==> src/rtl/alu_pkg.sv <==
// Shared opcode encodings and instruction field widths for the ALU issue stage.
package alu_pkg;

  localparam int OPC_W = 3;
  localparam int IMM_W = 16;

  localparam logic [OPC_W-1:0] OP_ADD = 3'b000;
  localparam logic [OPC_W-1:0] OP_SUB = 3'b001;
  localparam logic [OPC_W-1:0] OP_MUL = 3'b010;
  localparam logic [OPC_W-1:0] OP_AND = 3'b011;
  localparam logic [OPC_W-1:0] OP_OR  = 3'b100;

  // Highest opcode the ALU defines; anything above is undefined.
  localparam logic [OPC_W-1:0] OP_MAX = OP_OR;

  function automatic logic op_legal(input logic [OPC_W-1:0] op);
    return (op <= OP_MAX);
  endfunction

endpackage

==> src/rtl/alu_issue_stage_if.sv <==
// Instruction handshake, ALU operand/result and writeback bus of the issue stage.
interface alu_issue_stage_if #(
  parameter int DATA_W = 32,
  parameter int ADDR_W = 5,
  parameter int CNT_W  = 16
);
  import alu_pkg::*;

  logic              in_valid;
  logic              in_ready;
  logic [OPC_W-1:0]  in_opcode;
  logic [ADDR_W-1:0] in_rs;
  logic [ADDR_W-1:0] in_rt;
  logic [ADDR_W-1:0] in_rd;
  logic [IMM_W-1:0]  in_imm;
  logic              in_use_imm;
  logic              hold;
  logic [DATA_W-1:0] alu_a;
  logic [DATA_W-1:0] alu_b;
  logic [OPC_W-1:0]  alu_opcode;
  logic [DATA_W-1:0] alu_result;
  logic              wb_valid;
  logic [ADDR_W-1:0] wb_addr;
  logic [DATA_W-1:0] wb_data;
  logic              illegal_op;
  logic [CNT_W-1:0]  retire_cnt;

  // Environment side: decoder, hazard control and the external ALU.
  modport master (
    output in_valid, in_opcode, in_rs, in_rt, in_rd, in_imm, in_use_imm, hold, alu_result,
    input  in_ready, alu_a, alu_b, alu_opcode, wb_valid, wb_addr, wb_data, illegal_op, retire_cnt
  );

  // Issue stage side.
  modport slave (
    input  in_valid, in_opcode, in_rs, in_rt, in_rd, in_imm, in_use_imm, hold, alu_result,
    output in_ready, alu_a, alu_b, alu_opcode, wb_valid, wb_addr, wb_data, illegal_op, retire_cnt
  );

endinterface

==> src/rtl/alu_regfile.sv <==
// Architectural register file: two asynchronous read ports, one synchronous write port, r0 reads zero.
module alu_regfile #(
  parameter int DATA_W  = 32,
  parameter int REG_CNT = 32,
  parameter int ADDR_W  = 5
) (
  input  logic              clk,
  input  logic              rst,
  input  logic              i_we,
  input  logic [ADDR_W-1:0] i_waddr,
  input  logic [DATA_W-1:0] i_wdata,
  input  logic [ADDR_W-1:0] i_raddr_a,
  input  logic [ADDR_W-1:0] i_raddr_b,
  output logic [DATA_W-1:0] o_rdata_a,
  output logic [DATA_W-1:0] o_rdata_b
);

  logic [DATA_W-1:0] r_mem [REG_CNT];

  // Clear every register on reset; writes to r0 are dropped.
  always_ff @(posedge clk) begin
    if (rst) begin
      for (int i = 0; i < REG_CNT; i++) r_mem[i] <= '0;
    end else if (i_we && (i_waddr != '0)) begin
      r_mem[i_waddr] <= i_wdata;
    end
  end

  assign o_rdata_a = (i_raddr_a == '0) ? '0 : r_mem[i_raddr_a];
  assign o_rdata_b = (i_raddr_b == '0) ? '0 : r_mem[i_raddr_b];

endmodule

==> src/rtl/alu_issue_stage.sv <==
// Operand issue (with forwarding), registered EX stage, WB register and retire counter around an external ALU.
module alu_issue_stage
  import alu_pkg::*;
#(
  parameter int DATA_W  = 32,
  parameter int REG_CNT = 32,
  parameter int ADDR_W  = 5,
  parameter int CNT_W   = 16
) (
  input logic clk,
  input logic rst,
  alu_issue_stage_if.slave bus
);

  logic              w_fire;
  logic              w_legal;
  logic              w_retire;
  logic [DATA_W-1:0] w_rf_a;
  logic [DATA_W-1:0] w_rf_b;
  logic [DATA_W-1:0] w_op_a;
  logic [DATA_W-1:0] w_op_rt;
  logic [DATA_W-1:0] w_op_b;

  logic              r_ex_vld_p1;
  logic [ADDR_W-1:0] r_ex_rd_p1;
  logic [DATA_W-1:0] r_alu_a_p1;
  logic [DATA_W-1:0] r_alu_b_p1;
  logic [OPC_W-1:0]  r_alu_op_p1;
  logic              r_illegal_p1;
  logic              r_wb_vld_p2;
  logic [ADDR_W-1:0] r_wb_addr_p2;
  logic [DATA_W-1:0] r_wb_data_p2;
  logic [CNT_W-1:0]  r_retire_cnt;

  function automatic logic [DATA_W-1:0] sext_imm(input logic [IMM_W-1:0] imm);
    return {{(DATA_W-IMM_W){imm[IMM_W-1]}}, imm};
  endfunction

  assign bus.in_ready = ~bus.hold & ~rst;
  assign w_fire       = bus.in_valid & bus.in_ready;
  assign w_legal      = op_legal(bus.in_opcode);
  // A retiring write also covers the same-cycle read of that register through the WB forward.
  assign w_retire     = r_wb_vld_p2 & ~bus.hold;

  alu_regfile #(
    .DATA_W (DATA_W),
    .REG_CNT(REG_CNT),
    .ADDR_W (ADDR_W)
  ) u_regfile (
    .clk      (clk),
    .rst      (rst),
    .i_we     (w_retire),
    .i_waddr  (r_wb_addr_p2),
    .i_wdata  (r_wb_data_p2),
    .i_raddr_a(bus.in_rs),
    .i_raddr_b(bus.in_rt),
    .o_rdata_a(w_rf_a),
    .o_rdata_b(w_rf_b)
  );

  // Source A select: r0, then youngest in-flight result, then WB, then register file.
  always_comb begin
    w_op_a = w_rf_a;
    if (bus.in_rs == '0)                                 w_op_a = '0;
    else if (r_ex_vld_p1 && (r_ex_rd_p1 == bus.in_rs))   w_op_a = bus.alu_result;
    else if (r_wb_vld_p2 && (r_wb_addr_p2 == bus.in_rs)) w_op_a = r_wb_data_p2;
  end

  // Source B select, same priority as A, with the immediate overriding the register.
  always_comb begin
    w_op_rt = w_rf_b;
    if (bus.in_rt == '0)                                 w_op_rt = '0;
    else if (r_ex_vld_p1 && (r_ex_rd_p1 == bus.in_rt))   w_op_rt = bus.alu_result;
    else if (r_wb_vld_p2 && (r_wb_addr_p2 == bus.in_rt)) w_op_rt = r_wb_data_p2;
    w_op_b = bus.in_use_imm ? sext_imm(bus.in_imm) : w_op_rt;
  end

  // ---- EX stage (p1): illegal opcodes become bubbles and never load the ALU operands ----
  always_ff @(posedge clk) begin
    if (rst) begin
      r_ex_vld_p1 <= 1'b0;
      r_ex_rd_p1  <= '0;
      r_alu_a_p1  <= '0;
      r_alu_b_p1  <= '0;
      r_alu_op_p1 <= '0;
    end else if (!bus.hold) begin
      r_ex_vld_p1 <= w_fire & w_legal;
      if (w_fire && w_legal) begin
        r_ex_rd_p1  <= bus.in_rd;
        r_alu_a_p1  <= w_op_a;
        r_alu_b_p1  <= w_op_b;
        r_alu_op_p1 <= bus.in_opcode;
      end
    end
  end

  // One-cycle flag for an accepted undefined opcode.
  always_ff @(posedge clk) begin
    if (rst) r_illegal_p1 <= 1'b0;
    else     r_illegal_p1 <= w_fire & ~w_legal;
  end

  // ---- WB stage (p2): capture the ALU result, frozen while held ----
  always_ff @(posedge clk) begin
    if (rst) begin
      r_wb_vld_p2  <= 1'b0;
      r_wb_addr_p2 <= '0;
      r_wb_data_p2 <= '0;
    end else if (!bus.hold) begin
      r_wb_vld_p2  <= r_ex_vld_p1;
      r_wb_addr_p2 <= r_ex_rd_p1;
      r_wb_data_p2 <= bus.alu_result;
    end
  end

  // Count every retiring result, including writes to r0 that store nothing.
  always_ff @(posedge clk) begin
    if (rst)           r_retire_cnt <= '0;
    else if (w_retire) r_retire_cnt <= r_retire_cnt + CNT_W'(1);
  end

  assign bus.alu_a      = r_alu_a_p1;
  assign bus.alu_b      = r_alu_b_p1;
  assign bus.alu_opcode = r_alu_op_p1;
  assign bus.wb_valid   = r_wb_vld_p2;
  assign bus.wb_addr    = r_wb_addr_p2;
  assign bus.wb_data    = r_wb_data_p2;
  assign bus.illegal_op = r_illegal_p1;
  assign bus.retire_cnt = r_retire_cnt;

endmodule

==> src/flat_wrapper.sv <==
// flat-port wrapper written by rule: the top's interface ports become plain ports
module alu_issue_stage_flat import alu_pkg::*;
#(
  parameter int DATA_W  = 32,
  parameter int REG_CNT = 32,
  parameter int ADDR_W  = 5,
  parameter int CNT_W   = 16
)
  (clk, rst, bus_in_valid, bus_in_opcode, bus_in_rs, bus_in_rt, bus_in_rd, bus_in_imm, bus_in_use_imm, bus_hold, bus_alu_result, bus_in_ready, bus_alu_a, bus_alu_b, bus_alu_opcode, bus_wb_valid, bus_wb_addr, bus_wb_data, bus_illegal_op, bus_retire_cnt);
  alu_issue_stage_if #(.DATA_W(DATA_W), .ADDR_W(ADDR_W), .CNT_W(CNT_W)) bus_i ();
  input logic clk;
  input logic rst;
  input wire logic [$bits(bus_i.in_valid)-1:0] bus_in_valid;
  input wire logic [$bits(bus_i.in_opcode)-1:0] bus_in_opcode;
  input wire logic [$bits(bus_i.in_rs)-1:0] bus_in_rs;
  input wire logic [$bits(bus_i.in_rt)-1:0] bus_in_rt;
  input wire logic [$bits(bus_i.in_rd)-1:0] bus_in_rd;
  input wire logic [$bits(bus_i.in_imm)-1:0] bus_in_imm;
  input wire logic [$bits(bus_i.in_use_imm)-1:0] bus_in_use_imm;
  input wire logic [$bits(bus_i.hold)-1:0] bus_hold;
  input wire logic [$bits(bus_i.alu_result)-1:0] bus_alu_result;
  output wire logic [$bits(bus_i.in_ready)-1:0] bus_in_ready;
  output wire logic [$bits(bus_i.alu_a)-1:0] bus_alu_a;
  output wire logic [$bits(bus_i.alu_b)-1:0] bus_alu_b;
  output wire logic [$bits(bus_i.alu_opcode)-1:0] bus_alu_opcode;
  output wire logic [$bits(bus_i.wb_valid)-1:0] bus_wb_valid;
  output wire logic [$bits(bus_i.wb_addr)-1:0] bus_wb_addr;
  output wire logic [$bits(bus_i.wb_data)-1:0] bus_wb_data;
  output wire logic [$bits(bus_i.illegal_op)-1:0] bus_illegal_op;
  output wire logic [$bits(bus_i.retire_cnt)-1:0] bus_retire_cnt;
  assign bus_i.in_valid = bus_in_valid;
  assign bus_i.in_opcode = bus_in_opcode;
  assign bus_i.in_rs = bus_in_rs;
  assign bus_i.in_rt = bus_in_rt;
  assign bus_i.in_rd = bus_in_rd;
  assign bus_i.in_imm = bus_in_imm;
  assign bus_i.in_use_imm = bus_in_use_imm;
  assign bus_i.hold = bus_hold;
  assign bus_i.alu_result = bus_alu_result;
  assign bus_in_ready = bus_i.in_ready;
  assign bus_alu_a = bus_i.alu_a;
  assign bus_alu_b = bus_i.alu_b;
  assign bus_alu_opcode = bus_i.alu_opcode;
  assign bus_wb_valid = bus_i.wb_valid;
  assign bus_wb_addr = bus_i.wb_addr;
  assign bus_wb_data = bus_i.wb_data;
  assign bus_illegal_op = bus_i.illegal_op;
  assign bus_retire_cnt = bus_i.retire_cnt;
  alu_issue_stage #(.DATA_W(DATA_W), .REG_CNT(REG_CNT), .ADDR_W(ADDR_W), .CNT_W(CNT_W)) u_core (.clk(clk), .rst(rst), .bus(bus_i));
endmodule
==> config.mk <==
export PLATFORM = sky130hd
export DESIGN_NAME = alu_issue_stage_flat
export DESIGN_NICKNAME = d
export VERILOG_FILES = /design/src/rtl/alu_pkg.sv /design/src/rtl/alu_issue_stage_if.sv /design/src/rtl/alu_regfile.sv /design/src/rtl/alu_issue_stage.sv /design/src/flat_wrapper.sv
export SDC_FILE = /design/constraint.sdc
export NUM_CORES = 2
export LEC_CHECK = 0
export BUFFER_PORTS_ARGS = -buffer_cell sky130_fd_sc_hd__buf_2
export CAP_MARGIN = 10
export CORE_ASPECT_RATIO = 1.75
export CORE_MARGIN = 3
export CORE_UTILIZATION = 56
export CTS_CLUSTER_DIAMETER = 100
export DETAILED_ROUTE_END_ITERATION = 10
export PLACE_DENSITY = 0.75
export SYNTH_ARGS = -nofsm -noshare
export SYNTH_HDL_FRONTEND = slang
export SYNTH_SLANG_ARGS = --single-unit
==> constraint.sdc <==
create_clock -name clk -period 3.2 [get_ports clk]
set_input_delay 0.16 -clock clk [delete_from_list [all_inputs] [get_ports clk]]
set_output_delay 0.16 -clock clk [all_outputs]
set_load 0.02 [all_outputs]
==> qor.yml <==
status:
  status: "completed"
finish:
  fillerInstances: 7468
  areaGrowthSynthToFinish_pct: 13.0
  fin_nets: 4603
  final_common_cell: "edfxtp_1"
  layout_common_cells: "edfxtp_1, and2_1, mux4_2"
  drive_gt1_frac: 0.257
critical_path:
  worstSetupStartpoint: "u_core.bus.wb_addr[4]"
  reg2reg_slack_ps: 80
  crit_path_start_kind: "flip-flop"
  critPathCaptureType: "flip-flop"
  r2r.worst_path.cells: 8
  cp_max_fo: 14
  r2r-end: "u_core.bus.alu_b[3]"
  reg2reg_from: "u_core.bus.wb_addr[4]"
  critical_path_class: "flip-flop to flip-flop"
  required_ps: 3830
  crit_arrival_ps: 3750
synthesis:
  yosysWarnings: 0
  async_flop_share: 0
  mappedNetlistArea_um2: 60100
  yosysUniqueCellTypes: 57
  synth-seq-cells: 1152
  synth-main-ff-cell: "edfxtp_1"
  ys_seq_area_frac: 0.554
  syn_avg_cell_area_um2: 13.9
  synth-edff-count: 1024
  syn_inst: 4308
placement:
  numPortBuffers: 193
  hpwlAfterDp_mm: 132
  gp_congestion: 0.971
power:
  pwr-share-comb: 0.112
  swShare: 0.250
  power.density_nw_per_um2: 498
  pwr-share-clk: 0.377
  pwr-share-seq: 0.510
  total_power_mw: 33.8
  p_leak_nw: 25.1
  power.internal_mw: 25.3
  irDropWorstVdd_v: 0.000407
  p_sw_mw: 8.47
global_routing:
  grt_pass1_vias: 42800
  overflow: 0
  grt_start_max_net_pins: 100
  grt_pass1_wl_mm: 297
  grt_antenna_before_repair: 11
  gr-usage-all-layers: 0.379
route:
  vias: 42500
  post_drt_wl_per_cell_um: 35.1
  detail-route-antenna-nets: 0
  drc: 0
  via_per_inst: 7.10
  dr.first_iter.drc_count: 6256
  firstDrtPassIters: 8
  wl_mm: 210
clock_network:
  clock-sinks: 1152
  cts_tree: "built"
  cts_buffer_depth: 3
  cts_buffers: 105
  clock_latency_ps: 740
  clk_pin_slew_ps: 70
  h-tree-depth: 3
  cts_resized: 0
  root_buffer: "clkbuf_16"
floorplan:
  start_util: 0.566
  rows: 158
  die_y_um: 439
  core-area_um2: 106000
  dieArea_um2: 111000
  die_w_um: 254
  ios: 194
sta:
  period_share: 0.975
  rsz0062_at_grt: "false"
  finalSetupTns_ps: 0
  whs_ps: 89.1
  tightest_slew_ps: 1270
  setup_viol: 0
  finClkSkew_ps: 38.3
  fmax_mhz: 321
  report.final.slew_viol_count: 0
  slew_headroom: 0.155
  layout_min_cycle_time_ps: 3120
  hold_viol_final: 0
job:
  maxCapViolCount: 0
hold_path:
  min_from: "bus_hold"
  hp-class: "input pin to flip-flop"
  holdPathStages: 5
  holdPathEnd: "u_core.bus.retire_cnt[0]"
what timing repair did:
| item | in CTS | in global routing |
|---|---|---|
| hold endpoints to repair | 118 | 0 |
| buffers inserted | 0 | 0 |
| hold buffers | 76 | 0 |
kinds of logic after synthesis:
logic type | count (synthesis) | synth area share
multiplexers | 665 | 0.206
AND/OR/NAND/NOR | 1434 | 0.138
AO/OA/AOI/OAI | 552 | 0.0633
adder cells (fa/ha/maj) | 1 | 0.000208
XOR/XNOR | 33 | 0.00481
flip-flops | 1152 | 0.554
other | 1 | 0.0000624
buffers and inverters | 470 | 0.0337
critical path, cell delays in order (launching register included):
cell           delay [ps]
dfxtp_1               570
xnor2_1               150
nand2_1               130
o31a_1                940
buf_4                 270
nand4_1               110
o221ai_1              130
o31ai_1               110
dlygate4sd3_1         590
synthesized netlist by cell type, types with 6 or more instances:
library cell	n	area share
nand2_1	121	0.0076
nor3_1	62	0.0052
mux2i_1	193	0.032
nor2_1	126	0.0079
mux2_2	16	0.0030
nand4_1	19	0.0020
o31ai_1	15	0.0019
buf_4	29	0.0036
dfxtp_1	128	0.043
a211oi_1	17	0.0021
a31oi_1	15	0.0016
inv_1	7	0.00044
buf_1	15	0.00094
nor3b_1	16	0.0020
a211o_1	17	0.0025
xor2_1	24	0.0035
nand3_1	46	0.0038
buf_2	71	0.0059
or2_1	24	0.0025
edfxtp_1	1024	0.51
or2_2	9	0.00094
o221ai_1	75	0.011
buf_6	8	0.0015
a221oi_1	16	0.0023
xnor2_1	9	0.0013
o21ai_0	51	0.0042
o31a_1	32	0.0047
nor4_1	6	0.00062
a22oi_1	124	0.015
a21oi_1	133	0.011
nor2b_1	21	0.0022
o22ai_1	31	0.0032
mux4_2	456	0.17
clkbuf_1	340	0.021
o211ai_1	16	0.0020
and2_1	962	0.10
power groups by stage:
stage	Sequential, mW	Clock (mW)	Combinational (mW)
after floorplan	17.4	0	2.17
after global placement	17.5	0	3.57
after detailed placement	17.6	0	3.62
after CTS	17.2	12.8	3.71
after global routing	17.3	13.3	3.90
final	17.3	12.8	3.80
sequential cells by signal, indices dropped and copies added (netlist names), 3 cells and up:
name                    count
u_core.bus.wb_addr          5
u_core.bus.retire_cnt      16
u_core.r_ex_rd_p1           5
u_core.bus.alu_b           32
u_core.u_regfile.r_mem   1024
u_core.bus.wb_data         32
u_core.bus.alu_a           32
u_core.bus.alu_opcode       3
final cells by class:
| type | count | area (µm²) | share of cell area |
|---|---|---|---|
| clock buffers | 140 | 2850 | 0.0420 |
| flip-flops and latches | 1152 | 33300 | 0.491 |
| clock inverters | 54 | 529 | 0.00780 |
| repair buffers | 548 | 4400 | 0.0648 |
| well taps | 1360 | 1700 | 0.0251 |
| diodes | 6 | 15.0 | 0.000221 |
| inverters | 7 | 26.3 | 0.000387 |
| multi-input cells | 2717 | 25000 | 0.369 |
worst max-delay path by stage:
stage | end | cells after the start
6_report | u_core.bus.alu_b[3] | 8
4_1_cts | u_core.bus.alu_b[3] | 8
3_5_place_dp | u_core.bus.alu_b[5] | 7
3_3_place_gp | u_core.bus.alu_b[28] | 6
5_1_grt | u_core.bus.alu_b[3] | 8
2_1_floorplan | u_core.u_regfile.r_mem[26][0] | 7
metrics by stage:
stage	setup slack, ps	instance area [µm²]	utilization	instances
2_1_floorplan	416	60200	-	4339
3_3_place_gp	449	63700	0.600	5707
3_5_place_dp	368	63700	0.600	5708
4_1_cts	266	67900	0.639	5978
5_1_grt	75.6	67900	0.639	5980
6_report	81.1	67900	0.639	5984
metal layers:
layer / track usage / vias to the layer above / part of all wire
met5: 0 / - / 0.00022
met4: 0.305 / 6 / 0.097
met3: 0.0904 / 918 / 0.12
met2: 0.604 / 3477 / 0.47
met1: 0.438 / 21200 / 0.31
li1: - / 16900 / -
No activity file was read; power rests on OpenSTA's default activity.
